[config.mk]
export PLATFORM = sky130hd
export DESIGN_NAME = ibex_mem_crypt
export DESIGN_NICKNAME = d
export VERILOG_FILES = /design/src/rtl/ibex_mem_crypt.sv
export SDC_FILE = /design/constraint.sdc
export NUM_CORES = 1
export LEC_CHECK = 0
export BUFFER_PORTS_ARGS = -buffer_cell sky130_fd_sc_hd__clkbuf_2
export CAP_MARGIN = 20
export CORE_UTILIZATION = 55
export CTS_BUF_LIST = sky130_fd_sc_hd__clkbuf_2 sky130_fd_sc_hd__clkbuf_4 sky130_fd_sc_hd__clkbuf_8
export CTS_CLUSTER_DIAMETER = 30
export DETAILED_ROUTE_END_ITERATION = 8
export GPL_TIMING_DRIVEN = 1
export PLACE_DENSITY = 0.88
export SYNTH_ARGS = -nofsm -noshare
export SYNTH_HDL_FRONTEND = slang
export SYNTH_SLANG_ARGS = --single-unit
[constraint.sdc]
create_clock -name clk_i -period 4.9 [get_ports clk_i]
set_input_delay 0.98 -clock clk_i [delete_from_list [all_inputs] [get_ports clk_i]]
set_output_delay 0.98 -clock clk_i [all_outputs]
set_load 0.01 [all_outputs]
[src/rtl/ibex_mem_crypt.sv]
// Load/store encryption stage between the Ibex LSU and the data bus.
// Lockable key register plus an iterative per-address cipher, one round per cycle.
module ibex_mem_crypt #(
  parameter int unsigned Rounds = 4,
  parameter int unsigned RotAmt = 7
) (
  input  logic        clk_i,
  input  logic        rst_i,
  input  logic        key_we_i,
  input  logic [31:0] key_wdata_i,
  input  logic        key_lock_i,
  output logic        key_locked_o,
  output logic [31:0] key_rdata_o,
  input  logic        lsu_req_i,
  output logic        lsu_gnt_o,
  input  logic        lsu_we_i,
  input  logic [31:0] lsu_addr_i,
  input  logic [3:0]  lsu_be_i,
  input  logic [31:0] lsu_wdata_i,
  input  logic        lsu_enc_i,
  output logic        lsu_rvalid_o,
  output logic [31:0] lsu_rdata_o,
  output logic        lsu_err_o,
  output logic        data_req_o,
  input  logic        data_gnt_i,
  output logic        data_we_o,
  output logic [31:0] data_addr_o,
  output logic [3:0]  data_be_o,
  output logic [31:0] data_wdata_o,
  input  logic        data_rvalid_i,
  input  logic [31:0] data_rdata_i,
  input  logic        data_err_i
);

  localparam logic [2:0] LastRound = 3'(Rounds - 1);
  localparam logic [4:0] Rot       = 5'(RotAmt);

  typedef enum logic [2:0] {IDLE, ENC, REQ, WAIT, DEC, RESP} state_e;

  state_e      state_q, state_d;
  logic [31:0] key_q;
  logic        key_locked_q;
  logic        we_q, enc_q, err_q;
  logic [31:0] addr_q, d_q, key_snap_q;
  logic [3:0]  be_q;
  logic [2:0]  cnt_q;
  logic [2:0]  round;
  logic [31:0] round_key, enc_d, dec_d;
  logic        bad_store, last_round;

  function automatic logic [31:0] rotl32(input logic [31:0] x, input logic [4:0] s);
    logic [63:0] t;
    t = {x, x} << s;
    return t[63:32];
  endfunction

  function automatic logic [31:0] rotr32(input logic [31:0] x, input logic [4:0] s);
    logic [63:0] t;
    t = {x, x} >> s;
    return t[31:0];
  endfunction

  assign bad_store  = lsu_we_i & lsu_enc_i & (lsu_be_i != 4'hF);
  assign last_round = (cnt_q == LastRound);

  // Decryption walks the round keys in reverse order.
  always_comb begin
    round     = (state_q == DEC) ? (LastRound - cnt_q) : cnt_q;
    round_key = rotl32(key_snap_q, {round[1:0], 3'b000}) ^ addr_q;
    enc_d     = rotl32(d_q ^ round_key, Rot);
    dec_d     = rotr32(d_q, Rot) ^ round_key;
  end

  always_ff @(posedge clk_i) begin
    if (rst_i) begin
      key_q        <= 32'h0;
      key_locked_q <= 1'b0;
    end else if (key_we_i && !key_locked_q) begin
      key_q        <= key_wdata_i;
      key_locked_q <= key_lock_i;
    end
  end

  always_ff @(posedge clk_i) begin
    if (rst_i) begin
      state_q <= IDLE;
    end else begin
      state_q <= state_d;
    end
  end

  // d_q holds store data / ciphertext on the way out and load data on the way back.
  always_ff @(posedge clk_i) begin
    if (rst_i) begin
      we_q       <= 1'b0;
      enc_q      <= 1'b0;
      err_q      <= 1'b0;
      addr_q     <= 32'h0;
      be_q       <= 4'h0;
      d_q        <= 32'h0;
      key_snap_q <= 32'h0;
      cnt_q      <= 3'd0;
    end else begin
      unique case (state_q)
        IDLE: begin
          if (lsu_req_i) begin
            we_q       <= lsu_we_i;
            enc_q      <= lsu_enc_i;
            err_q      <= bad_store;
            addr_q     <= lsu_addr_i;
            be_q       <= lsu_be_i;
            d_q        <= lsu_wdata_i;
            key_snap_q <= key_q;
            cnt_q      <= 3'd0;
          end
        end
        ENC: begin
          d_q   <= enc_d;
          cnt_q <= cnt_q + 3'd1;
        end
        WAIT: begin
          if (data_rvalid_i) begin
            d_q   <= data_rdata_i;
            err_q <= data_err_i;
            cnt_q <= 3'd0;
          end
        end
        DEC: begin
          d_q   <= dec_d;
          cnt_q <= cnt_q + 3'd1;
        end
        default: ;
      endcase
    end
  end

  always_comb begin
    state_d      = state_q;
    lsu_gnt_o    = 1'b0;
    data_req_o   = 1'b0;
    lsu_rvalid_o = 1'b0;
    unique case (state_q)
      IDLE: begin
        lsu_gnt_o = lsu_req_i & ~rst_i;
        if (lsu_req_i) begin
          if (bad_store)                state_d = RESP;
          else if (lsu_we_i && lsu_enc_i) state_d = ENC;
          else                          state_d = REQ;
        end
      end
      ENC: begin
        if (last_round) state_d = REQ;
      end
      REQ: begin
        data_req_o = 1'b1;
        if (data_gnt_i) state_d = WAIT;
      end
      WAIT: begin
        if (data_rvalid_i) begin
          if (!we_q && enc_q && !data_err_i) state_d = DEC;
          else                               state_d = RESP;
        end
      end
      DEC: begin
        if (last_round) state_d = RESP;
      end
      RESP: begin
        lsu_rvalid_o = 1'b1;
        state_d      = IDLE;
      end
      default: state_d = IDLE;
    endcase
  end

  assign data_we_o    = data_req_o & we_q;
  assign data_addr_o  = data_req_o ? addr_q : 32'h0;
  assign data_be_o    = data_req_o ? be_q : 4'h0;
  assign data_wdata_o = (data_req_o && we_q) ? d_q : 32'h0;

  assign lsu_rdata_o  = (lsu_rvalid_o && !we_q && !err_q) ? d_q : 32'h0;
  assign lsu_err_o    = lsu_rvalid_o & err_q;

  assign key_locked_o = key_locked_q;
  assign key_rdata_o  = key_locked_q ? 32'h0 : key_q;

endmodule

==> qor.json, run 1 <==
{
  "run_status": {
    "status": "complete, no violations"
  },
  "routing": {
    "length_of_the_first_detailed_routing_pass_in_iterations": 9,
    "vias_per_cell": 6.01,
    "antenna_violating_nets_post_route": 0,
    "drtIter0Drc": 1403,
    "finalWirelength_um": 37300,
    "drt-wirelength-per-cell_um": 19.0,
    "route.vias.total": 11800,
    "drc_errors": 0
  },
  "critical_path": {
    "timing.reg2reg.worst_path_depth": 6,
    "critical_path.max_stage_delay_ns": 0.97,
    "cp_num_cells": 5,
    "worstPathMaxFanout": 32,
    "cp_cell_sequence": "nand2_1, nor4_2, buf_4, and2_1, clkbuf_2",
    "worst_setup_path_startpoint": "state_q[0]",
    "critical-path-top-delay-family": "flip-flops",
    "critPathRequiredTime_ns": 3.92,
    "worstPathArrival_ns": 2.63,
    "worstReg2RegStart": "state_q[0]",
    "setup.worst_path.class": "reg2out",
    "timing.critical_path.slowest_stage_cell": "sky130_fd_sc_hd__dfxtp_1",
    "end_kind": "primary output",
    "start_kind": "flip-flop",
    "cp_num_buf_inv": 2
  },
  "finish": {
    "layout.filler_cells": 1742,
    "antennaDiodeCount": 0,
    "multiInputGateArea_um2": 7570,
    "area_delta_synth_final_pct": 15.8,
    "finalInstanceArea_um2": 12800,
    "post_route_cells_drive_above_1_share": 0.231,
    "nNetsFinal": 1829,
    "layout.area.seq_um2": 2850
  },
  "sta": {
    "report.final.setup_viol": 0,
    "worst_slack_ns": 1.29,
    "finalHoldViolCount": 0,
    "finalClockSkew_ns": 0.0156,
    "tns_ns": 0,
    "unrepaired_setup_endpoints_after_global_routing": "no",
    "post-route-period-util": 0.737,
    "slew_headroom": 0.242,
    "finalMaxSlewViolations": 0,
    "fmax_mhz": 277,
    "period_needed_ns": 3.61,
    "worst_pin_slew_ns": 1.14
  },
  "synthesis": {
    "postSynthNetCount": 1654,
    "synth-edff-count": 0,
    "netlist_top_cells_count": "sky130_fd_sc_hd__a21oi_1, sky130_fd_sc_hd__nand2_1, sky130_fd_sc_hd__dfxtp_1",
    "number_of_instances_in_the_synthesized_netlist": 1510,
    "yosysTopAreaCell": "sky130_fd_sc_hd__dfxtp_1",
    "synth_area_leaders": "sky130_fd_sc_hd__dfxtp_1, sky130_fd_sc_hd__a21oi_1, sky130_fd_sc_hd__nand2_1, sky130_fd_sc_hd__mux4_2, sky130_fd_sc_hd__xnor2_1",
    "yosys_warnings": 0,
    "post-synth-top-count-cell": "sky130_fd_sc_hd__a21oi_1",
    "synth_async_sr_flop_share": 0,
    "yosysSeqAreaShare": 0.257,
    "synthesis.area_um2": 11000,
    "ys_seq_elements": 142,
    "ys.flop_type": "sky130_fd_sc_hd__dfxtp_1",
    "post-synth-top-area-fraction": 0.257,
    "syn_avg_cell_area_um2": 7.32,
    "synthDistinctLibCells": 54
  },
  "hold_path": {
    "hold_start": "be_q[1]",
    "worstHoldPathType": "reg2reg",
    "timing.hold.worst_path_depth": 2
  },
  "global_routing": {
    "grt_first_pass_wirelength_um": 55900,
    "grt.total_usage": 0.357,
    "number_of_global_route_vias_before_repair": 10300,
    "globalRouteOverflowTotal": 0,
    "antenna_found_initial": 0,
    "grt_start_max_net_pins": 102
  },
  "placement": {
    "place_ws_ns": 1.81,
    "post-dp-hpwl_um": 26300,
    "io_buffers": 279,
    "gp_routability_congestion": 0.967,
    "postPlaceCellArea_um2": 12300
  },
  "cts": {
    "clock_tree.buffer_depth": 2,
    "clk_transition_reported_paths_ns": 0.08,
    "insertion_delay_ns": 0.47,
    "ctsResizeCount": 0,
    "cts.sink_count": 142,
    "cts_post_setup_buffers_inserted": 0,
    "cts_root_buffer": "sky130_fd_sc_hd__clkbuf_8",
    "cts_buffers": 17,
    "htreeDepth": 4,
    "cts.hold.buffers_added": 0,
    "tritoncts": "done"
  },
  "floorplanning": {
    "die_w_um": 144,
    "die_h_um": 144,
    "design.die.area_um2": 20700,
    "number_of_primary_i_o_pins": 280,
    "initial_core_util": 0.564,
    "core_region_area_um2": 19600,
    "core.rowCount": 51
  },
  "power_and_ir_drop": {
    "power.ir.vdd_worst_mv": 0.331,
    "total_power_mw": 6.20,
    "power_leakage_nw": 5.36,
    "power.density_cell_area_nw_per_um2": 485
  },
  "flow_run": {
    "timing.max_cap.violations": 0
  }
}
-- per-layer routing --
metal | GRT usage | part of all wire | vias to the layer above
met5 | 0 | 0 | -
met4 | 0.211 | 0.047 | 0
met1 | 0.462 | 0.40 | 5391
li1 | - | - | 5549
met3 | 0.0746 | 0.10 | 118
met2 | 0.548 | 0.45 | 736
-- placed cells by master (no fill, tap or decap), types with 31 or more instances in the layout --
cell and count:
sky130_fd_sc_hd__clkbuf_2 278, sky130_fd_sc_hd__a21oi_1 266, sky130_fd_sc_hd__nand2_1 235, sky130_fd_sc_hd__dfxtp_1 140, sky130_fd_sc_hd__nor2_1 101, sky130_fd_sc_hd__and2_1 70, sky130_fd_sc_hd__nor3_1 68, sky130_fd_sc_hd__xnor2_1 64
sky130_fd_sc_hd__xor2_1 57, sky130_fd_sc_hd__a21o_1 35, sky130_fd_sc_hd__nor2b_1 34, sky130_fd_sc_hd__or3_1 33, sky130_fd_sc_hd__a31oi_1 33, sky130_fd_sc_hd__and3_1 33, sky130_fd_sc_hd__mux4_2 32, sky130_fd_sc_hd__mux2i_1 31
sky130_fd_sc_hd__o21ai_0 31
-- through the flow --
step / hold slack [ns] / instances / util
final: 0.454 / 1963 / 0.653
after global placement: 0.441 / 1928 / 0.628
after detailed placement: 0.442 / 1928 / 0.628
after global routing: 0.485 / 1963 / 0.653
after CTS: 0.454 / 1960 / 0.650
after floorplan: 0.432 / 1510 / -
-- tightest hold or removal path, cell delays in order (launching register included) --
cell,delay (ns)
sky130_fd_sc_hd__dfxtp_1,0.31
sky130_fd_sc_hd__nand2_1,0.05
sky130_fd_sc_hd__a21oi_1,0.05
-- cell type report --
class / count / share of cell area
Multi-Input combinational cell: 1218 / 0.591
Clock buffer: 18 / 0.0189
Timing Repair Buffer: 298 / 0.123
Inverter: 8 / 0.00235
Tap cell: 265 / 0.0259
Clock inverter: 14 / 0.0159
Sequential cell: 142 / 0.222
-- worst paths after layout --
path,endpoint,slack [ns]
worst max-delay path,lsu_rdata_o[26],1.29
worst min-delay path,be_q[1],0.45
worst max register to register,d_q[28],1.75
worst min register to register,be_q[1],0.45
-- registers in the layout (all words and copies together) (netlist names), 3 cells and up --
register and cells:
key_q 32, addr_q 32, state_q 3, key_snap_q 32, d_q 32, be_q 4, cnt_q 3
-- report_power, final --
part	total, mW	switching, mW	internal [mW]
clock	1.08	0.510	0.571
combinational	3.12	1.89	1.24
sequential	2.00	0.629	1.37
total	6.20	3.03	3.18
-- logic make-up (layout without fill, tap and decap cells) --
family / after synthesis / in the layout / synth area share
simple gates: 617 / 617 / 0.268
compound gates: 400 / 400 / 0.202
buf+inv: 150 / 338 / 0.0608
flops: 142 / 142 / 0.257
xor+xnor: 122 / 122 / 0.0984
mux: 77 / 77 / 0.111
fa+ha+maj: 2 / 2 / 0.00226
(Power assumes the default switching activity.)
==> inputs of run 2 (changes only) <==
--- a/config.mk
+++ b/config.mk
@@ -7,12 +7,12 @@
 export LEC_CHECK = 0
 export BUFFER_PORTS_ARGS = -buffer_cell sky130_fd_sc_hd__clkbuf_2
 export CAP_MARGIN = 20
-export CORE_UTILIZATION = 55
+export CORE_UTILIZATION = 51
 export CTS_BUF_LIST = sky130_fd_sc_hd__clkbuf_2 sky130_fd_sc_hd__clkbuf_4 sky130_fd_sc_hd__clkbuf_8
 export CTS_CLUSTER_DIAMETER = 30
 export DETAILED_ROUTE_END_ITERATION = 8
 export GPL_TIMING_DRIVEN = 1
-export PLACE_DENSITY = 0.88
+export PLACE_DENSITY = 0.86
 export SYNTH_ARGS = -nofsm -noshare
 export SYNTH_HDL_FRONTEND = slang
 export SYNTH_SLANG_ARGS = --single-unit
==> constraint.sdc (replaced) <==
create_clock -name clk_i -period 3.2 [get_ports clk_i]
set_input_delay 0.64 -clock clk_i [delete_from_list [all_inputs] [get_ports clk_i]]
set_output_delay 0.64 -clock clk_i [all_outputs]
set_load 0.01 [all_outputs]
==> run 2 against run 1 <==
  * Global-route usage down 1.7 points
  * Die area increased by 7.7%
  * Routed wire length rose by 2.5%
  * Setup slack got worse by 1.1 ns
  * Worst hold slack worse by 0.084 ns
  * Register-to-register slack worse by 1.3 ns
  * Utilization shrank 4.5 points
  * Via count grew 0.83%
  * Critical path type unchanged
==> qor.json, run 2 (synthesis results as in run 1) <==
{
  "critical_path": {
    "worstPathArrival_ns": 2.37,
    "timing.critical_path.slowest_stage_cell": "sky130_fd_sc_hd__dfxtp_1",
    "cp_cell_sequence": "nand2b_1, nor2_4, buf_12, and3_1, clkbuf_2",
    "setup.worst_path.class": "reg2out",
    "start_kind": "flip-flop",
    "worstReg2RegStart": "state_q[2]",
    "critical_path.max_stage_delay_ns": 0.50,
    "r2r_end": "d_q[26]",
    "timing.reg2reg.worst_path_depth": 6,
    "worst-r2r-setup-slack_ns": 0.47,
    "worstPathMaxFanout": 47,
    "critPathRequiredTime_ns": 2.56,
    "end_kind": "primary output"
  },
  "finish": {
    "antennaDiodeCount": 0,
    "most_frequent_cells_in_the_layout": "sky130_fd_sc_hd__clkbuf_2, sky130_fd_sc_hd__a21oi_1, sky130_fd_sc_hd__nand2_1",
    "layout.filler_cells": 1975,
    "nNetsFinal": 1835,
    "final_common_cell": "sky130_fd_sc_hd__clkbuf_2",
    "post_route_cells_drive_above_1_share": 0.233,
    "area_delta_synth_final_pct": 16.5
  },
  "cts": {
    "htreeDepth": 4,
    "ctsResizeCount": 0,
    "cts.hold.buffers_added": 0,
    "cts_root_buffer": "sky130_fd_sc_hd__clkbuf_8",
    "clk_transition_reported_paths_ns": 0.09,
    "tritoncts": "done",
    "insertion_delay_ns": 0.48,
    "cts_buffers": 17,
    "clock_tree.buffer_depth": 2,
    "cts_post_setup_buffers_inserted": 0,
    "cts.sink_count": 142
  },
  "placement": {
    "io_buffers": 279,
    "post-dp-hpwl_um": 27600,
    "gp_routability_congestion": 1.00
  },
  "routing": {
    "antenna_violating_nets_post_route": 0,
    "finalWirelength_um": 38200,
    "drtIter0Drc": 1067,
    "drc_errors": 0,
    "route.vias.total": 11900,
    "vias_per_cell": 6.01,
    "length_of_the_first_detailed_routing_pass_in_iterations": 6,
    "drt-wirelength-per-cell_um": 19.3
  },
  "global_routing": {
    "grt.total_usage": 0.340,
    "globalRouteOverflowTotal": 0,
    "grt_first_pass_wirelength_um": 58400,
    "number_of_global_route_vias_before_repair": 10800,
    "grt_start_max_net_pins": 72,
    "antenna_found_initial": 1
  },
  "power_and_ir_drop": {
    "power.ir.vdd_worst_mv": 0.627,
    "power.density_cell_area_nw_per_um2": 740,
    "power_leakage_nw": 5.39
  },
  "sta": {
    "report.final.setup_viol": 0,
    "period_needed_ns": 3.01,
    "unrepaired_setup_endpoints_after_global_routing": "no",
    "post-route-period-util": 0.939,
    "slew_headroom": 0.318,
    "finalHoldWorstSlack_ns": 0.371,
    "tns_ns": 0,
    "finalClockSkew_ns": 0.0171,
    "finalHoldViolCount": 0,
    "finalMaxSlewViolations": 0,
    "worst_pin_slew_ns": 1.02,
    "fmax_mhz": 333
  },
  "floorplanning": {
    "core_region_area_um2": 21200,
    "core.rowCount": 53,
    "design.die.area_um2": 22300,
    "die_h_um": 149,
    "number_of_primary_i_o_pins": 280,
    "die_w_um": 149,
    "initial_core_util": 0.522
  },
  "hold_path": {
    "hold_start": "lsu_addr_i[29]",
    "hold-path-endpoint": "addr_q[29]",
    "timing.hold.worst_path_depth": 3,
    "worstHoldPathType": "in2reg"
  },
  "flow_run": {
    "timing.max_cap.violations": 0
  },
  "run_status": {
    "status": "complete, no violations"
  }
}
## run 2: area by class of cell
class	count	area (um^2)	area share
multi-input cells	1218	7570	0.588
clock buffers	18	248	0.0193
clock inverters	14	183	0.0142
flip-flops and latches	142	2850	0.221
well taps	275	344	0.0267
inverters	8	30.0	0.00233
repair buffers	304	1650	0.128
## run 2: report_power, final
part           internal (mW)  switching, mW
clock network          0.807          0.800
logic                   1.95           3.02
registers               2.10          0.852
## run 2: per-layer routing
metal,vias to the layer above,part of all wire,GRT usage
li1,5573,-,-
met4,2,0.040,0.168
met5,-,0.00034,0
met3,113,0.12,0.0706
met2,759,0.44,0.527
met1,5445,0.40,0.449
## run 2: critical path, delay by kind of cell, from the launching register on
family | cells | cell delay, ns
DFF | 1 | 0.50
and+or+nand+nor | 3 | 0.96
buffers and inverters | 2 | 0.40
## run 2: how the worst max path moves through the flow
stage | end | slack [ns] | startpoint | depth (start not counted)
3_5_place_dp | d_q[26] | 0.61 | state_q[2] | 6
2_1_floorplan | lsu_rdata_o[10] | 1.03 | state_q[0] | 5
6_report | data_wdata_o[10] | 0.19 | state_q[2] | 5
5_1_grt | lsu_rdata_o[25] | 0.07 | state_q[2] | 5
3_3_place_gp | d_q[26] | 0.75 | state_q[2] | 6
4_1_cts | lsu_rdata_o[25] | 0.24 | state_q[2] | 5
## run 2: through the flow
step / std cells / util / instance area (um^2) / power [mW] / setup WS, ns
floorplan: 1510 / - / 11000 / 6.40 / 1.03
finish: 1979 / 0.608 / 12900 / 9.52 / 0.195
detailed placement: 1947 / 0.588 / 12400 / 7.79 / 0.613
CTS: 1979 / 0.608 / 12900 / 9.39 / 0.237
global placement: 1947 / 0.588 / 12400 / 7.70 / 0.751
global route: 1979 / 0.608 / 12900 / 10.1 / 0.0688
